**config.mk**
```make
export PLATFORM = sky130hd
export DESIGN_NAME = decoder_3_8
export DESIGN_NICKNAME = d
export VERILOG_FILES = /design/src/rtl/decoder_3_8.sv
export SDC_FILE = /design/constraint.sdc
export NUM_CORES = 1
export LEC_CHECK = 0
export ABC_AREA = 1
export BUFFER_PORTS_ARGS = -buffer_cell sky130_fd_sc_hd__buf_4
export CORE_AREA = 2 2 39 41
export CTS_CLUSTER_SIZE = 40
export DETAILED_ROUTE_END_ITERATION = 10
export DIE_AREA = 0 0 41 43
export GPL_ROUTABILITY_DRIVEN = 0
export REMOVE_ABC_BUFFERS = 1
export SLEW_MARGIN = 20
export SYNTH_ARGS = -nofsm -noshare
export SYNTH_HDL_FRONTEND = slang
export SYNTH_SLANG_ARGS = --single-unit
```
**constraint.sdc**
```tcl
create_clock -name clk -period 0.8 [get_ports clk]
set_input_delay 0.08 -clock clk [delete_from_list [all_inputs] [get_ports clk]]
set_output_delay 0.08 -clock clk [all_outputs]
set_load 0.01 [all_outputs]
```
**src/rtl/decoder_3_8.sv**
```systemverilog
`default_nettype none
// ============================================================================
// Module   : decoder_3_8
// Brief    : Registered 3-to-8 one-hot decoder with active-high enable and
//            optional output inversion (OUT_ACTIVE_LOW). Define the macro
//            DECODER_3_8_HIT_CNT_EN to add per-line saturating hit counters
//            readable through cnt_idx/cnt_val.
// Revision : 1.0 - initial release
// ============================================================================
module decoder_3_8 #(
    parameter bit OUT_ACTIVE_LOW = 1'b0
) (
    input  logic       clk,
    input  logic       rst_n,
    input  logic [2:0] sel_in,
    input  logic       enable,
`ifdef DECODER_3_8_HIT_CNT_EN
    input  logic [2:0] cnt_idx,
    output logic [7:0] cnt_val,
`endif
    output logic [7:0] dec_out,
    output logic       dec_valid
);

    // XOR mask doubles as the idle/reset value of the output bus.
    localparam logic [7:0] c_pol_mask = OUT_ACTIVE_LOW ? 8'hFF : 8'h00;
    localparam logic [7:0] c_one      = 8'h01;
    localparam logic [7:0] c_cnt_max  = 8'hFF;

    logic [7:0] dec_raw;
    logic [7:0] dec_out_d;
    logic [7:0] dec_out_q;
    logic       dec_valid_d;
    logic       dec_valid_q;

    always_comb begin
        dec_raw     = 8'h00;
        if (enable) begin
            dec_raw = c_one << sel_in;
        end
        dec_out_d   = dec_raw ^ c_pol_mask;
        dec_valid_d = enable;
    end

    always_ff @(posedge clk or negedge rst_n) begin
        if (!rst_n) begin
            dec_out_q   <= c_pol_mask;
            dec_valid_q <= 1'b0;
        end else begin
            dec_out_q   <= dec_out_d;
            dec_valid_q <= dec_valid_d;
        end
    end

    assign dec_out   = dec_out_q;
    assign dec_valid = dec_valid_q;

`ifdef DECODER_3_8_HIT_CNT_EN
    logic [7:0] hit_cnt_d [8];
    logic [7:0] hit_cnt_q [8];
    logic [7:0] cnt_val_d;
    logic [7:0] cnt_val_q;

    always_comb begin
        for (int k = 0; k < 8; k++) begin
            hit_cnt_d[k] = hit_cnt_q[k];
            if (enable && (sel_in == 3'(k)) && (hit_cnt_q[k] != c_cnt_max)) begin
                hit_cnt_d[k] = hit_cnt_q[k] + 8'd1;
            end
        end
        // Read the current (pre-increment) value so a same-cycle hit is not visible yet.
        cnt_val_d = hit_cnt_q[cnt_idx];
    end

    always_ff @(posedge clk or negedge rst_n) begin
        if (!rst_n) begin
            for (int k = 0; k < 8; k++) begin
                hit_cnt_q[k] <= 8'h00;
            end
            cnt_val_q <= 8'h00;
        end else begin
            for (int k = 0; k < 8; k++) begin
                hit_cnt_q[k] <= hit_cnt_d[k];
            end
            cnt_val_q <= cnt_val_d;
        end
    end

    assign cnt_val = cnt_val_q;
`endif

`ifndef SYNTHESIS
    a_sel_known : assert property (@(posedge clk) disable iff (!rst_n)
        enable |-> !$isunknown(sel_in))
        else $error("decoder_3_8: sel_in unknown while enable is high");

    a_one_hot : assert property (@(posedge clk) disable iff (!rst_n)
        $onehot0(dec_out_q ^ c_pol_mask))
        else $error("decoder_3_8: more than one output line active");
`endif

endmodule
`default_nettype wire

```
==> key figures, run 1 <==
Logic synthesis
  – Sequential cell area fraction in the yosys report: 77.9%
  – Synthesized area per cell: 11.1 um2
  – Synth area leaders: dfrtp_1 78%, nor2_1 10%, nand2_1 7.8%
  – Synth unique cells: 4
  – Yosys warns: 0
  – Synth top area share: 77.9%
  – Cell count after synthesis: 26
  – Synthesized area: 289 um2
  – Top cell type by total area after synthesis: dfrtp_1
  – FF+latch count, synth: 9

Timing
  – Worst-margin pin slew: 0.145 ns
  – Hold Worst Slack: 0.0947 ns
  – Setup ws final: -0.0272 ns
  – Fmax: 1210 MHz
  – Fin crit share: 103%
  – Unrepaired setup endpoints after global routing: true
  – Final-report hold violation count: 0
  – Crit path time final: 0.827 ns
  – Final Max Slew Viols: 0
  – Rel. slew slack: 90.3%
  – Setup Viol. Count Final: 9

Setup path
  – Crit end category: primary output
  – Crit-path cells: buf_6
  – Max stage delay on crit path: 0.38 ns
  – CP Launch Type: register
  – Critical path arrival: 0.75 ns
  – CP Max Fanout: 1
  – Delay-heaviest family, CP: flip-flops
  – Kind of critical path: register to primary output
  – Worst Setup SP: dec_out[4]
  – Slowest-stage cell, CP: dfrtp_1
  – CP Data Required Time: 0.72 ns
  – CP bufs+invs: 1

Min path
  – Hold Crit Depth: 4
  – Hold Path Sink: dec_out[4]
  – Worst hold path startpoint: sel_in[1]
  – Type of the tightest min-delay check: primary input to register

Cells and area
  – Filler cell count: 149
  – Area delta synth->final: 71.0%
  – Layout Nets: 53
  – Post-route insts no fill: 62
  – Layout cells sized above 1: 37.0%
  – ANT cells: 0
  – Post-route cell area: 494 um2

Drt
  – Routed vias/inst: 3.52
  – Vias: 218
  – Drt wl/cell: 8.16 um
  – Antenna Nets Post-Route: 0
  – First-pass DRT Iterations: 4
  – Drt first-iter violations: 3
  – Remaining DRCs: 0
  – WL final: 506 um

Floorplanning
  – Die area: 0.00176 mm2
  – Core area: 0.00138 mm2
  – Die Wd: 41 um
  – Die height: 43 um
  – Initial Util: 20.9%
  – Number of core rows: 14
  – Top Ports: 15

Clock network
  – Post-CTS Setup Repair Bufs: 0
  – Clock transition at path regs: 0.06 ns
  – Root Driver: clkbuf_4
  – Num CTS Buffers: 3
  – H-tree depth: 1
  – CTS tree: done
  – Clock Sinks: 9
  – Clock tree buffer depth: 2

Global route
  – Met1 usage: 11.3%
  – Gr busiest metal: met1
  – Number of global-route vias before repair: 224
  – Met2 Usage GRT: 8.75%
  – Global Route Usage Sum: 8.11%
  – Met3 Use GR: 4.71%
  – Initial antenna violation count: 0
  – First-pass GRT wire length: 897 um
  – Largest net degree at the start of global routing: 10
  – Total grt overflow: 0

Power and ir drop
  – Worst VDD drop: 0.519 mV
  – Pwr Density: 1840 mW/mm2
  – Leak: 0.265 nW

Outcome
  – Status: complete, but fails checks
  – Violated checks: negative setup slack

Run
  – Max Cap Viol: 0

Placement
  – Placed insts: 56
  – Placed cell areas: 414 um2
  – DPL Wire Length: 405 um
  – Port-buffer cells: 14
-- worst max-delay path by stage --
stage	depth (start not counted)	slack [ns]	to
3_3_place_gp	1	0.24	dec_out[4]
5_1_grt	1	-0.06	dec_out[0]
3_5_place_dp	1	0.24	dec_out[1]
4_1_cts	1	-0.03	dec_out[1]
6_report	1	-0.03	dec_out[4]
2_1_floorplan	0	0.34	dec_out[0]
-- worst min-delay path, delay by kind of cell --
family,cells,cell delay (ns)
simple gates,2,0.11
buf+inv,2,0.13
-- cell type report --
class	count	area (um2)	area share [%]
Inverter	3	11.3	2.28
Sequential cell	9	225	45.6
Multi-Input combinational cell	14	52.6	10.6
Timing Repair Buffer	16	159	32.2
Tap cell	16	20.0	4.05
Clock buffer	4	26.3	5.32
-- cells in the final DEF, fill, tap and decap left out, drive strengths merged --
master,count
inv,3
dfrtp,9
nand2,6
clkbuf,4
dlygate4sd3,2
buf,14
nor2,8
-- layer usage --
metal  part of all wire [%]  routed length [um]
met5                      0                   0
met4                      0                   0
met1                     46                 234
met2                     43                 219
met3                     10                  52
-- state kept, by name, summed over array words and instances (netlist names) --
name       cells
dec_out        8
dec_valid      1
-- synthesized netlist by cell type --
cell     number
dfrtp_1       9
inv_1         3
nor2_1        8
nand2_1       6
-- metrics by stage --
step | power (W) | utilization (%) | setup TNS, ns | setup WS (ns)
after CTS | 0.000913 | 35.7 | -0.219 | -0.0328
after floorplan | 0.000506 | - | 0 | 0.344
after detailed placement | 0.000562 | 29.9 | 0 | 0.237
after global routing | 0.000956 | 35.7 | -0.440 | -0.0632
after global placement | 0.000560 | 29.9 | 0 | 0.236
final | 0.000907 | 35.7 | -0.168 | -0.0272
-- power breakdown --
group	total, W	switching [W]	leakage [nW]	internal [W]
Combinational	0.0000946	0.0000427	0.128	0.0000519
Sequential	0.000474	0.00000558	0.121	0.000468
Clock	0.000339	0.000148	0.0150	0.000191
Total	0.000907	0.000196	0.265	0.000711
-- timing repair --
action                     in CTS  in global routing
gates cloned                    0                  0
hold buffers                    2                  0
setup endpoints to repair       9                  9
hold endpoints to repair       10                  0
resized for setup               9                  0
-- cell families (layout without fill, tap and decap cells) --
family                 after synthesis  in the layout  synth area share, %
flip-flops                           9              9                 77.9
buffers and inverters                3             23                 3.90
AND/OR/NAND/NOR                     14             14                 18.2
Power figures use the tool's default switching activity.
==> run 2: changes to the inputs <==
--- a/config.mk
+++ b/config.mk
@@ -5,7 +5,6 @@
 export SDC_FILE = /design/constraint.sdc
 export NUM_CORES = 1
 export LEC_CHECK = 0
-export ABC_AREA = 1
 export BUFFER_PORTS_ARGS = -buffer_cell sky130_fd_sc_hd__buf_4
 export CORE_AREA = 2 2 39 41
 export CTS_CLUSTER_SIZE = 40
==> key figures, run 2 <==
Logic synthesis
  – Synthesized area: 322 um2
  – Most numerous cell in the Yosys netlist: dfrtp_1
  – Most frequent cells after synthesis: 9 x dfrtp_1, 3 x and4b_2, 3 x and4bb_2, 1 x and4_2, 1 x nor4b_2
  – Synth unique cells: 5
  – Sequential cell area fraction in the yosys report: 70.0%
  – Cell count after synthesis: 17
  – Main flop type after synthesis: dfrtp_1
  – Synth top area share: 70.0%
  – Top cell type by total area after synthesis: dfrtp_1
  – Synth area leaders: dfrtp_1 70%, and4bb_2 12%, and4b_2 11%
  – Synthesized area per cell: 18.9 um2
  – Number of enable flip-flop cells after synthesis: 0
  – Yosys warns: 0
  – FF+latch count, synth: 9
  – Asr flop ratio synth: 100%

Drt
  – Remaining DRCs: 0
  – Antenna Nets Post-Route: 0
  – WL final: 502 um
  – Routed vias/inst: 4.08
  – Vias: 216
  – Drt first-iter violations: 2
  – Drt wl/cell: 9.47 um
  – First-pass DRT Iterations: 2

Setup path
  – Kind of critical path: register to primary output
  – CP Max Fanout: 1
  – Crit-path cells: buf_6
  – Max stage delay on crit path: 0.37 ns
  – Slowest-stage cell, CP: dfrtp_1
  – CP Launch Type: register
  – CP bufs+invs: 1
  – Critical path arrival: 0.74 ns
  – Delay-heaviest family, CP: flip-flops
  – Crit end category: primary output
  – CP Data Required Time: 0.72 ns

Cells and area
  – Area delta synth->final: 63.8%
  – Layout Nets: 44
  – ANT cells: 0
  – Post-route insts no fill: 53
  – Filler cell count: 132
  – Number of flip-flops under the largest register name: 8
  – Layout cells sized above 1: 67.6%
  – Most frequent cells in the layout: 9 x dfrtp_1, 9 x buf_6, 5 x buf_4

Outcome
  – Status: complete, but fails checks
  – Violated checks: negative setup slack

Global route
  – Largest net degree at the start of global routing: 10
  – Initial antenna violation count: 0
  – Global Route Usage Sum: 7.75%
  – Total grt overflow: 0
  – First-pass GRT wire length: 828 um
  – Number of global-route vias before repair: 200

Timing
  – Setup Viol. Count Final: 9
  – Final Max Slew Viols: 0
  – Rel. slew slack: 88.1%
  – Worst-margin pin slew: 0.177 ns
  – Fin crit share: 103%
  – Crit path time final: 0.820 ns
  – Hold Worst Slack: 0.0286 ns
  – Unrepaired setup endpoints after global routing: true
  – Final-report hold violation count: 0
  – Setup ws final: -0.0203 ns
  – Fmax: 1220 MHz

Floorplanning
  – Die area: 0.00176 mm2
  – Initial Util: 23.2%
  – Number of core rows: 14
  – Top Ports: 15
  – Die height: 43 um
  – Die Wd: 41 um
  – Core area: 0.00138 mm2

Clock network
  – Clock transition at path regs: 0.06 ns
  – Num CTS Buffers: 3
  – Root Driver: clkbuf_4
  – H-tree depth: 1
  – Clock Sinks: 9
  – CTS tree: done
  – Clock tree buffer depth: 2
  – Post-CTS Setup Repair Bufs: 0

Min path
  – Hold Path Sink: dec_out[0]
  – Type of the tightest min-delay check: primary input to register
  – Worst hold path startpoint: sel_in[1]
  – Hold Crit Depth: 2

Power and ir drop
  – Worst VDD drop: 0.445 mV
  – Total power: 0.000902 W
  – Pwr Density: 1710 mW/mm2
  – Leak: 0.258 nW

Run
  – Max Cap Viol: 0

Placement
  – Placed insts: 47
  – Port-buffer cells: 14
-- run 2: changes by cell type after synthesis, sizes merged --
cell and delta:
nor2 -8, and4bb +3, and4b +3, nand2 -6, nor4b +1, and4 +1, inv -3
-- run 2: cell families after synthesis --
kind of cell	count (synthesis)	synth area share, %
flip-flops	9	70.0
AND/OR/NAND/NOR	8	30.0
-- run 2: per-layer routing --
metal	up-vias	wire length [um]	GRT usage, %	part of all wire, %
met3	0	31	2.09	6.2
met2	6	285	9.38	57
met1	103	185	8.11	37
met4	0	0	12.0	0
li1	107	-	-	-
met5	-	0	0	0
-- run 2: final cells by class --
| cell class | count | area [um2] | area share [%] |
|---|---|---|---|
| flip-flops and latches | 9 | 225 | 42.8 |
| repair buffers | 16 | 159 | 30.2 |
| multi-input cells | 8 | 96.3 | 18.3 |
| clock buffers | 4 | 26.3 | 4.99 |
| well taps | 16 | 20.0 | 3.80 |
-- run 2: how the worst max path moves through the flow --
stage	end	start	cells past startpoint	slack [ns]
finish	dec_out[1]	dec_out[1]	1	-0.02
global route	dec_valid	dec_valid	1	-0.06
CTS	dec_out[6]	dec_out[6]	1	-0.04
detailed placement	dec_out[4]	sel_in[0]	2	0.23
global placement	dec_out[6]	sel_in[1]	2	0.23
floorplan	dec_out[0]	dec_out[0]	0	0.34
-- run 2: timing repair --
| action | 4_1_cts | 5_1_grt |
|---|---|---|
| hold buffers | 2 | 0 |
| gates resized for setup | 9 | 0 |
| hold endpoints to repair | 10 | 0 |
| cloned | 0 | 0 |
| setup endpoints to repair | 9 | 9 |
-- run 2: report_power, final --
group | total (W) | internal, W | switching (W)
sequential | 0.000474 | 0.000468 | 0.00000554
clock | 0.000329 | 0.000191 | 0.000138
combinational | 0.0000988 | 0.0000593 | 0.0000395
total | 0.000902 | 0.000719 | 0.000183
-- run 2: through the flow --
stage | setup TNS [ns] | utilization [%] | setup slack (ns) | cell area [um2]
detailed placement | 0 | 32.3 | 0.227 | 447
floorplan | 0 | - | 0.344 | 322
finish | -0.151 | 38.1 | -0.0203 | 527
CTS | -0.288 | 38.1 | -0.0365 | 527
global placement | 0 | 32.3 | 0.229 | 447
global route | -0.473 | 38.1 | -0.0583 | 527
